`src/rtl/udp_tx_arbiter.sv`:
```
// udp_tx_arbiter: packet-granular arbiter sharing one UDP TX header + payload path among NUM_PORTS requesters.
// Optional build macro UDP_TX_ARB_PRIORITY_EN selects fixed-priority (lowest index) instead of round-robin.
module udp_tx_arbiter #(
   parameter  int AXI_DATA_WIDTH = 8,
   parameter  int NUM_PORTS      = 4,
   localparam int GW             = $clog2(NUM_PORTS)
) (
   input  logic                                i_clk,
   input  logic                                i_reset_n,
   input  logic [NUM_PORTS-1:0]                s_hdr_tvalid,
   output logic [NUM_PORTS-1:0]                s_hdr_trdy,
   input  logic [NUM_PORTS*16-1:0]             s_udp_src_port,
   input  logic [NUM_PORTS*16-1:0]             s_udp_dst_port,
   input  logic [NUM_PORTS*32-1:0]             s_ip_src_addr,
   input  logic [NUM_PORTS*32-1:0]             s_ip_dst_addr,
   input  logic [NUM_PORTS*8-1:0]              s_ip_protocol,
   input  logic [NUM_PORTS*AXI_DATA_WIDTH-1:0] s_axis_tdata,
   input  logic [NUM_PORTS-1:0]                s_axis_tvalid,
   input  logic [NUM_PORTS-1:0]                s_axis_tlast,
   output logic [NUM_PORTS-1:0]                s_axis_trdy,
   output logic                                m_hdr_tvalid,
   input  logic                                m_hdr_trdy,
   output logic [15:0]                         m_udp_src_port,
   output logic [15:0]                         m_udp_dst_port,
   output logic [31:0]                         m_ip_src_addr,
   output logic [31:0]                         m_ip_dst_addr,
   output logic [7:0]                          m_ip_protocol,
   output logic [AXI_DATA_WIDTH-1:0]           m_axis_tdata,
   output logic                                m_axis_tvalid,
   output logic                                m_axis_tlast,
   input  logic                                m_axis_trdy,
   output logic [GW-1:0]                       o_grant,
   output logic                                o_busy
);

   localparam int PW  = 16;
   localparam int AW  = 32;
   localparam int PRW = 8;
   localparam int DW  = AXI_DATA_WIDTH;

   typedef enum logic [1:0] {
      ST_IDLE    = 2'd0,
      ST_HDR     = 2'd1,
      ST_PAYLOAD = 2'd2
   } state_t;

   state_t        state_q, state_d;
   logic [GW-1:0] grant_q, grant_d;
   logic [GW-1:0] last_grant_q, last_grant_d;
   logic          busy_q, busy_d;
   logic [GW-1:0] sel_s;
   logic          hdr_act_s;
   logic          pay_act_s;

   logic [PW-1:0]  src_port_a [NUM_PORTS];
   logic [PW-1:0]  dst_port_a [NUM_PORTS];
   logic [AW-1:0]  src_addr_a [NUM_PORTS];
   logic [AW-1:0]  dst_addr_a [NUM_PORTS];
   logic [PRW-1:0] proto_a    [NUM_PORTS];
   logic [DW-1:0]  tdata_a    [NUM_PORTS];

   for (genvar gi = 0; gi < NUM_PORTS; gi++) begin : g_slice
      assign src_port_a[gi] = s_udp_src_port[PW*gi +: PW];
      assign dst_port_a[gi] = s_udp_dst_port[PW*gi +: PW];
      assign src_addr_a[gi] = s_ip_src_addr[AW*gi +: AW];
      assign dst_addr_a[gi] = s_ip_dst_addr[AW*gi +: AW];
      assign proto_a[gi]    = s_ip_protocol[PRW*gi +: PRW];
      assign tdata_a[gi]    = s_axis_tdata[DW*gi +: DW];
   end

`ifdef UDP_TX_ARB_PRIORITY_EN
   function automatic logic [GW-1:0] pick_next(input logic [NUM_PORTS-1:0] req);
      logic [GW-1:0] pick;
      pick = '0;
      // Scan downward so the lowest set index is the one that sticks
      for (int i = NUM_PORTS - 1; i >= 0; i--) begin
         if (req[GW'(i)]) begin
            pick = GW'(i);
         end else begin
            pick = pick;
         end
      end
      return pick;
   endfunction

   assign sel_s = pick_next(s_hdr_tvalid);
`else
   function automatic logic [GW-1:0] pick_next(input logic [NUM_PORTS-1:0] req,
                                                input logic [GW-1:0]        last);
      logic [GW-1:0] pick;
      logic [GW-1:0] idx;
      logic          found;
      pick  = '0;
      found = 1'b0;
      for (int k = 1; k <= NUM_PORTS; k++) begin
         idx = GW'((int'(last) + k) % NUM_PORTS);
         if (req[idx] && !found) begin
            pick  = idx;
            found = 1'b1;
         end else begin
            found = found;
         end
      end
      return pick;
   endfunction

   assign sel_s = pick_next(s_hdr_tvalid, last_grant_q);
`endif

   // Next state, grant capture and arbitration history
   always_comb begin
      state_d      = state_q;
      grant_d      = grant_q;
      last_grant_d = last_grant_q;
      case (state_q)
         ST_IDLE: begin
            if (|s_hdr_tvalid) begin
               grant_d = sel_s;
               state_d = ST_HDR;
            end else begin
               state_d = ST_IDLE;
            end
         end
         ST_HDR: begin
            if (m_hdr_tvalid && m_hdr_trdy) begin
               state_d = ST_PAYLOAD;
            end else begin
               state_d = ST_HDR;
            end
         end
         ST_PAYLOAD: begin
            if (m_axis_tvalid && m_axis_trdy && m_axis_tlast) begin
               last_grant_d = grant_q;
               state_d      = ST_IDLE;
            end else begin
               state_d = ST_PAYLOAD;
            end
         end
         default: begin
            state_d = ST_IDLE;
         end
      endcase
      busy_d = (state_d != ST_IDLE);
   end

   // State and grant registers
   always_ff @(posedge i_clk) begin
      if (!i_reset_n) begin
         state_q      <= ST_IDLE;
         grant_q      <= '0;
         last_grant_q <= GW'(NUM_PORTS - 1);
         busy_q       <= 1'b0;
      end else begin
         state_q      <= state_d;
         grant_q      <= grant_d;
         last_grant_q <= last_grant_d;
         busy_q       <= busy_d;
      end
   end

   // Routing of the granted slice; reset also blocks any handshake in its own cycle
   always_comb begin
      hdr_act_s      = (state_q == ST_HDR) && i_reset_n;
      pay_act_s      = (state_q == ST_PAYLOAD) && i_reset_n;
      s_hdr_trdy     = '0;
      s_axis_trdy    = '0;
      m_hdr_tvalid   = 1'b0;
      m_udp_src_port = '0;
      m_udp_dst_port = '0;
      m_ip_src_addr  = '0;
      m_ip_dst_addr  = '0;
      m_ip_protocol  = '0;
      m_axis_tdata   = '0;
      m_axis_tvalid  = 1'b0;
      m_axis_tlast   = 1'b0;
      if (hdr_act_s) begin
         m_hdr_tvalid        = s_hdr_tvalid[grant_q];
         s_hdr_trdy[grant_q] = m_hdr_trdy;
         m_udp_src_port      = src_port_a[grant_q];
         m_udp_dst_port      = dst_port_a[grant_q];
         m_ip_src_addr       = src_addr_a[grant_q];
         m_ip_dst_addr       = dst_addr_a[grant_q];
         m_ip_protocol       = proto_a[grant_q];
      end else begin
         m_hdr_tvalid = 1'b0;
      end
      if (pay_act_s) begin
         m_axis_tdata         = tdata_a[grant_q];
         m_axis_tvalid        = s_axis_tvalid[grant_q];
         m_axis_tlast         = s_axis_tlast[grant_q];
         s_axis_trdy[grant_q] = m_axis_trdy;
      end else begin
         m_axis_tvalid = 1'b0;
      end
   end

   assign o_grant = grant_q;
   assign o_busy  = busy_q;

endmodule

```
`config.mk`:
```
export PLATFORM = sky130hd
export DESIGN_NAME = udp_tx_arbiter
export DESIGN_NICKNAME = d
export VERILOG_FILES = /design/src/rtl/udp_tx_arbiter.sv
export SDC_FILE = /design/constraint.sdc
export NUM_CORES = 1
export LEC_CHECK = 0
export CAP_MARGIN = 5
export CELL_PAD_IN_SITES_DETAIL_PLACEMENT = 1
export CELL_PAD_IN_SITES_GLOBAL_PLACEMENT = 1
export CORE_AREA = 2 2 231 233
export CTS_BUF_LIST = sky130_fd_sc_hd__clkbuf_4 sky130_fd_sc_hd__clkbuf_8
export CTS_CLUSTER_SIZE = 12
export DETAILED_ROUTE_END_ITERATION = 8
export DIE_AREA = 0 0 233 235
export PLACE_DENSITY = 0.5
export RECOVER_POWER = 50
export SKIP_LAST_GASP = 1
export SLEW_MARGIN = 20
export SYNTH_ARGS = -nofsm -noshare
export SYNTH_HDL_FRONTEND = slang
export SYNTH_SLANG_ARGS = --single-unit
```
`constraint.sdc`:
```
create_clock -name i_clk -period 2.6 [get_ports i_clk]
set_input_delay 0.52 -clock i_clk [delete_from_list [all_inputs] [get_ports i_clk]]
set_output_delay 0.52 -clock i_clk [all_outputs]
set_load 0.01 [all_outputs]
```
# == After elaboration in Yosys (flattened, before gate mapping) ==
# Index checks and enable logic that the tools add are counted.
# word_totals
ff_bits,7
in_bits,464
output_inout_bits,126
wordCells,93
# classes
n_addsub,4
n_lt_le_gt_ge,7
n_eq_ne,2
mux,56
bitwise,3
reduce_logical,17
# ops
op,count
two-way mux 32 bit,6
binary-select mux 32 bit (select 2 bit),2
two-way mux 16 bit,6
binary-select mux 16 bit (select 2 bit),2
two-way mux 8 bit,6
binary-select mux 8 bit (select 2 bit),2
less-than comparator 2 x 3 -> 1 bit (second input constant),5
two-way mux 1 bit,15
binary-select mux 1 bit (select 2 bit),7
two-way mux 2 bit,6
logical AND 1 bit,9
AND 4 bit,2
two-way mux 4 bit,2
one-hot mux 2 bit (3 select lines),1
adder 2 x 1 -> 2 bit (second input constant),2
adder 2 bit (second input constant),2
AND reduction 2 bit,2
OR reduction 4 bit,1
>= comparator 3 bit (second input constant),1
zero test 1 bit,3
NOT 2 -> 3 bit,1
demux 1 bit (select 2 bit),1
equality test 2 x 1 -> 1 bit (second input constant),1
equality test 2 bit (second input constant),1
other kinds (3),3

# == Logic depth before layout (Yosys ltp) ==
# Gate-level depths: netlist (run 1).
# logic_depth
depth_word,13
depth_mapped,6
mapped_depth_nobuf,4

# == Least setup slack after synthesis (run 1) ==
# Ideal clock, no wire load.
# synth_path
path_type,register to output
from,"reg grant_q[0], in the netlist o_grant[0]"
to,out m_ip_src_addr[11]
arrival_time_ns,1.538
required_time_ns,2.080
setup_slack_ns,0.542
stages_incl_launch_ff,6
path_buffers,3
path_cell_list,dfxtp_1 -> buf_4 -> buf_8 -> buf_6 -> mux4_2 -> and3_1
# synth_via
elab_chain_cells,5
# synth_lines
element,line,source
from (decl),48,"logic [GW-1:0] grant_q, grant_d;"
from (signal assigned),155,grant_q <= grant_d;
NOT 2 -> 3 bit (implied by the code),181,m_ip_src_addr = src_addr_a[grant_q];
binary-select mux 32 bit (select 2 bit),181,
two-way mux 32 bit (implied by the code) (2 in a row),181,
two-way mux 32 bit,176,if (hdr_act_s) begin
to (decl),25,"output logic [31:0] m_ip_src_addr,"
# No other way between the ends. The select of a mux whose other input is x is not followed.

# == Worst setup path after layout (run 1) ==
# layout_path
from,in s_udp_src_port[55]
to,out m_udp_src_port[7]
# layout_via
elab_chain_cells,4
# layout_lines
element,line,source
from (decl),12,"input logic [NUM_PORTS*16-1:0] s_udp_src_port,"
binary-select mux 16 bit (select 2 bit),179,m_udp_src_port = src_port_a[grant_q];
two-way mux 16 bit (implied by the code) (2 in a row),179,
two-way mux 16 bit,176,
to (decl),23,"output logic [15:0] m_udp_src_port,"
# No other way between the ends. The select of a mux whose other input is x is not followed.

==> impl_metrics.tcl, run 1 <==
set metrics [dict create \
    cts_buffer_depth 2 \
    drtIter0Drc 126 \
    cts_max_level 1 \
    cts_inserted_buffers 3 \
    cp_max_fo 1 \
    synth.ff_latch_count 7 \
    die_area_um2 54800 \
    io_buffer_count 589 \
    fin_crit_sh_pct 100 \
    synth_edf_count 0 \
    synth.most_common_cell "mux4_2" \
    cp_slowest_cell "mux4_2" \
    min_path_type "reg2reg" \
    drt_pass1_iterations 4 \
    grt_pass1_vias 6717 \
    use_met3_pct 2.88 \
    yosys.area.top_type_share_pct 64.0 \
    end_kind "output port" \
    grt_util_met1_pct 16.0 \
    worst-setup-path-type "in2out" \
    wirelength_um 38600 \
    synth.area.top_cells "mux4_2, and3_1, dfxtp_1" \
    dp_hpwl_um 32700 \
    rows 84 \
    grt_pass1_wl_um 53100 \
    clock_latency_ps 230 \
    crit_chain "clkdlybuf4s50_1, mux4_2, and3_1, dlygate4sd2_1" \
    syn_area_um2 4080 \
    fillers 5942 \
    netlist_instances 347 \
    power_uw 3260 \
    finalNonFillerCells 1667 \
    layout_min_cycle_time_ps 2610 \
    cts.sinks 7 \
    tritoncts "built" \
    async_flop_share_pct 0 \
    finalSetupTns_ps -8.54 \
    fmaxAchievable_ghz 0.383 \
    grt_max_degree 69 \
    wl_per_cell_um 23.2 \
    initial_core_util_pct 7.81 \
    overflow 0 \
    yosysSeqAreaShare_pct 3.43 \
    fin_ws_ps -8.54 \
    worstPathArrival_ps 2090 \
    vias 6110 \
    synthTopCellsByCount "mux4_2, and3_1, buf_2" \
    path_clk_slew_ps 40 \
    rsz0062_at_grt "yes" \
    dpl-instance-area_um2 11200 \
    max_stage_delay_ps 580 \
    crit_required_ps 2080 \
    status "finished with violations" \
    dp_cells 1620 \
    busiest_layer "met2" \
    root_buffer "clkbuf_8" \
    start_kind "input pin" \
    design_area_um2 11600 \
    ios 590 \
    dieHeight_um 235 \
    power_density_nw_per_um2 281 \
    violations "negative setup slack" \
    tightest_slew_ps 512 \
    drv_cap 0 \
    avgSynthCellArea_um2 11.8 \
    leakagePower_uw 0.00489 \
    synthFlopType "dfxtp_1" \
    ys_types 33 \
    syn_to_final_growth_pct 184 \
    ant_nets 0 \
    slew_violations 0 \
    nets 1441 \
    antenna_found_initial 9 \
    vias_per_cell 3.67 \
    max_slew_margin_pct 65.6 \
    die_x_um 233 \
    track_usage_pct 13.4 \
    drive_gt1_share_pct 23.3 \
    grtUsageMet2_pct 25.2 \
    synth_top_area_cell "mux4_2" \
    hold_viol 0 \
    ys_warn_count 0 \
    fin_skew_ps 0.980 \
    setup_viol 1 \
    synth.net_count 811 \
    globalplace.congestion 0.914 \
    coreArea_um2 52200 \
    ir_drop_v 0.000165 \
    route.detailed.drc 0 \
    fin_hold_ws_ps 610 \
]
-- kinds of logic (layout without fill, tap and decap cells) --
| family | after synthesis | in the layout | share of synthesized area (%) |
|---|---|---|---|
| AO/OA/AOI/OAI | 17 | 17 | 3.00 |
| buffers and inverters | 58 | 687 | 7.33 |
| flip-flops | 7 | 7 | 3.43 |
| multiplexers | 118 | 118 | 64.5 |
| other | 0 | 3 | 0 |
| AND/OR/NAND/NOR | 147 | 147 | 21.7 |
-- final cells by class --
type	count	area [um2]	share of cell area (%)
diodes	3	7.51	0.0647
clock buffers	4	48.8	0.420
inverters	5	18.8	0.162
multi-input cells	282	3670	31.6
flip-flops and latches	7	151	1.30
well taps	688	861	7.42
repair buffers	678	6850	59.0
-- what timing repair did --
action | 4_1_cts | 5_1_grt
resized for setup | 130 | 24
buffers inserted | 19 | 18
hold buffers | 0 | 0
pin swaps | 3 | 0
setup endpoints to repair | 120 | 39
cloned | 3 | 0
-- metal layers --
layer  wire length [um]  part of all wire (%)
met5                 27                 0.070
met4                268                  0.69
met3               2930                   7.6
met2              20100                    52
met1              15300                    40
-- through the flow --
stage | utilization (%) | setup WS, ps
floorplan | - | 542
global placement | 21.4 | -270
detailed placement | 21.4 | -306
CTS | 21.9 | -68.9
global route | 22.2 | -11.2
finish | 22.2 | -8.54
-- state kept, by name, summed over array words and instances (netlist names) --
signal / flops
state_q: 2
last_grant_q: 2
o_grant: 2
o_busy: 1
-- worst paths after layout --
| check | endpoint | from | slack (ps) | cells after the start |
|---|---|---|---|---|
| setup / recovery | m_udp_src_port[7] | s_udp_src_port[55] | -9 | 4 |
| hold / removal | last_grant_q[0] | last_grant_q[0] | 610 | 2 |
| setup reg to reg | state_q[1] | o_grant[1] | 660 | 7 |
| hold reg to reg | last_grant_q[0] | last_grant_q[0] | 610 | 2 |
-- cells in the final DEF (no fill, tap or decap), types with 3 or more instances in the layout --
cell type        instances
clkdlybuf4s50_1        456
mux4_2                 116
and3_1                 102
dlygate4sd2_1          101
buf_4                   53
buf_12                  25
nor2b_1                 12
dlymetal6s2s_1           8
nand2_1                  7
dlygate4sd3_1            7
nor2_1                   6
buf_6                    6
clkdlybuf4s15_1          5
and3_4                   4
inv_1                    4
and2_1                   4
dfxtp_1                  4
diode_2                  3
nand2b_1                 3
nor3_1                   3
a21oi_1                  3
o21ai_0                  3
clkbuf_8                 3
dfxtp_4                  3
clkdlybuf4s25_1          3
clkbuf_2                 3
clkbuf_1                 3
-- critical path: cells and delay by family --
kind | cells | cell delay (ps)
buffers and inverters | 2 | 780
AND/OR/NAND/NOR | 1 | 210
multiplexers | 1 | 580
-- power breakdown --
part | internal, uW | switching (uW) | leakage [uW]
logic | 1890 | 1060 | 0.00481
clock network | 117 | 51.5 | 0.0000262
registers | 123 | 15.8 | 0.0000595
Note: power is estimated with default switching activity, not from simulation.
==> inputs of run 2 (changes only) <==
- CTS_BUF_LIST: sky130_fd_sc_hd__clkbuf_4 sky130_fd_sc_hd__clkbuf_8 -> default
==> impl_metrics.tcl, run 2 (same netlist as run 1, synthesis figures left out) <==
set metrics [dict create \
    slew_violations 0 \
    hold_viol 0 \
    coreArea_um2 52200 \
    leakagePower_uw 0.00490 \
    dp_cells 1620 \
    crit_chain "clkdlybuf4s50_1, mux4_2, and3_1, dlygate4sd2_1" \
    dp_hpwl_um 32700 \
    fin_hold_ws_ps 611 \
    power_density_nw_per_um2 288 \
    setup_viol 0 \
    fin_ws_ps 19.0 \
    end_kind "output port" \
    start_kind "input pin" \
    drtIter0Drc 171 \
    dieHeight_um 235 \
    crit_required_ps 2080 \
    drt_pass1_iterations 4 \
    fin_skew_ps 0.451 \
    path_clk_slew_ps 40 \
    fmaxAchievable_ghz 0.387 \
    nets 1441 \
    vias 6125 \
    rsz0062_at_grt "yes" \
    design_area_um2 11600 \
    finalSetupTns_ps 0 \
    die_x_um 233 \
    dpl-instance-area_um2 11200 \
    max_stage_delay_ps 570 \
    power_switching_uw 1140 \
    initial_core_util_pct 7.81 \
    cts.sinks 7 \
    cts_inserted_buffers 3 \
    syn_to_final_growth_pct 185 \
    root_buffer "clkbuf_16" \
    antenna_found_initial 9 \
    ios 590 \
    p_int_uw 2220 \
    grt_max_degree 69 \
    fillers 5942 \
    tightest_slew_ps 512 \
    worst-setup-path-type "in2out" \
    drive_gt1_share_pct 23.2 \
    place_ws_ps -306 \
    layout_min_cycle_time_ps 2580 \
    track_usage_pct 13.4 \
    vias_per_cell 3.67 \
    cp_slowest_cell "mux4_2" \
    cts_buffer_depth 2 \
    ant_nets 0 \
    grt_pass1_wl_um 53100 \
    overflow 0 \
    cts_max_level 1 \
    rows 84 \
    cp_max_fo 1 \
    wirelength_um 38600 \
    max_slew_margin_pct 65.6 \
    final_cell_mix "clkdlybuf4s50_1, mux4_2, and3_1, dlygate4sd2_1, buf_4" \
    globalplace.congestion 0.914 \
    tritoncts "built" \
    p_sw_share_pct 33.9 \
    clock_power_share_pct 7.9 \
    wl_per_cell_um 23.2 \
    fin_crit_sh_pct 99.3 \
    seqPwrFrac_pct 4.1 \
    clock_latency_ps 230 \
    final_common_cell "clkdlybuf4s50_1" \
    p_comb_share_pct 88.0 \
    min_path_type "reg2reg" \
    drv_cap 0 \
    die_area_um2 54800 \
    io_buffer_count 589 \
    status "completed" \
    route.detailed.drc 0 \
    ir_drop_v 0.000172 \
    finalNonFillerCells 1667 \
    grt_pass1_vias 6726 \
    worstPathArrival_ps 2060 \
]
-- run 2: cell count changes in the layout (fill, tap and decap cells not counted), sizes merged --
cell / change
clkbuf: -1
clkdlybuf4s15: +1
dlygate4sd2: +1
dlymetal6s4s: -1
-- run 2: metal layers --
metal / part of all wire (%) / GRT usage, % / routed length [um]
met5: 0.070 / 0 / 27
met2: 52 / 25.2 / 20100
met1: 39 / 16.0 / 15200
met3: 7.8 / 2.91 / 3030
met4: 0.63 / 0.907 / 242
-- run 2: stage by stage --
step | power [uW] | utilization [%]
2_1_floorplan | 1380 | -
3_3_place_gp | 2990 | 21.4
3_5_place_dp | 3000 | 21.4
4_1_cts | 3350 | 22.0
5_1_grt | 3570 | 22.3
6_report | 3350 | 22.3
-- run 2: cell type report --
| class | instances | area [um2] | share of cell area [%] |
|---|---|---|---|
| repair buffers | 678 | 6850 | 58.9 |
| well taps | 688 | 861 | 7.39 |
| clock buffers | 4 | 78.8 | 0.677 |
| inverters | 5 | 18.8 | 0.161 |
| flip-flops and latches | 7 | 151 | 1.30 |
| diodes | 3 | 7.51 | 0.0645 |
| multi-input cells | 282 | 3670 | 31.5 |
-- run 2: timing repair --
item,4_1_cts,5_1_grt
endpoints found under the setup margin,120,38
pin swaps,3,0
hold buffers,0,0
setup buffers,19,18
cloned,3,0
gates resized for setup,130,23
-- run 2: worst paths after layout --
check	cells past startpoint	slack [ps]	from	endpoint
setup reg to reg	7	660	o_grant[1]	state_q[1]
setup / recovery	4	20	s_udp_src_port[55]	m_udp_src_port[7]
hold / removal	2	610	last_grant_q[0]	last_grant_q[0]
hold reg to reg	2	610	last_grant_q[0]	last_grant_q[0]
-- run 2: critical path, delay by kind of cell --
family	cells	cell delay (ps)
buf+inv	2	770
mux	1	570
simple gates	1	210
-- run 2: power by group through the flow --
stage                     clock network [uW]  registers (uW)  logic, uW
final                                    264             139       2950
after global routing                     272             141       3160
after global placement                     0             154       2840
after CTS                                270             139       2940
after floorplan                            0             129       1250
after detailed placement                   0             154       2850
==> inputs of run 3 (changes only) <==
- CTS_CLUSTER_SIZE: 12 -> 14
==> results of run 3 <==
No change in the layout: final DEF, timing and power equal those of run 2.
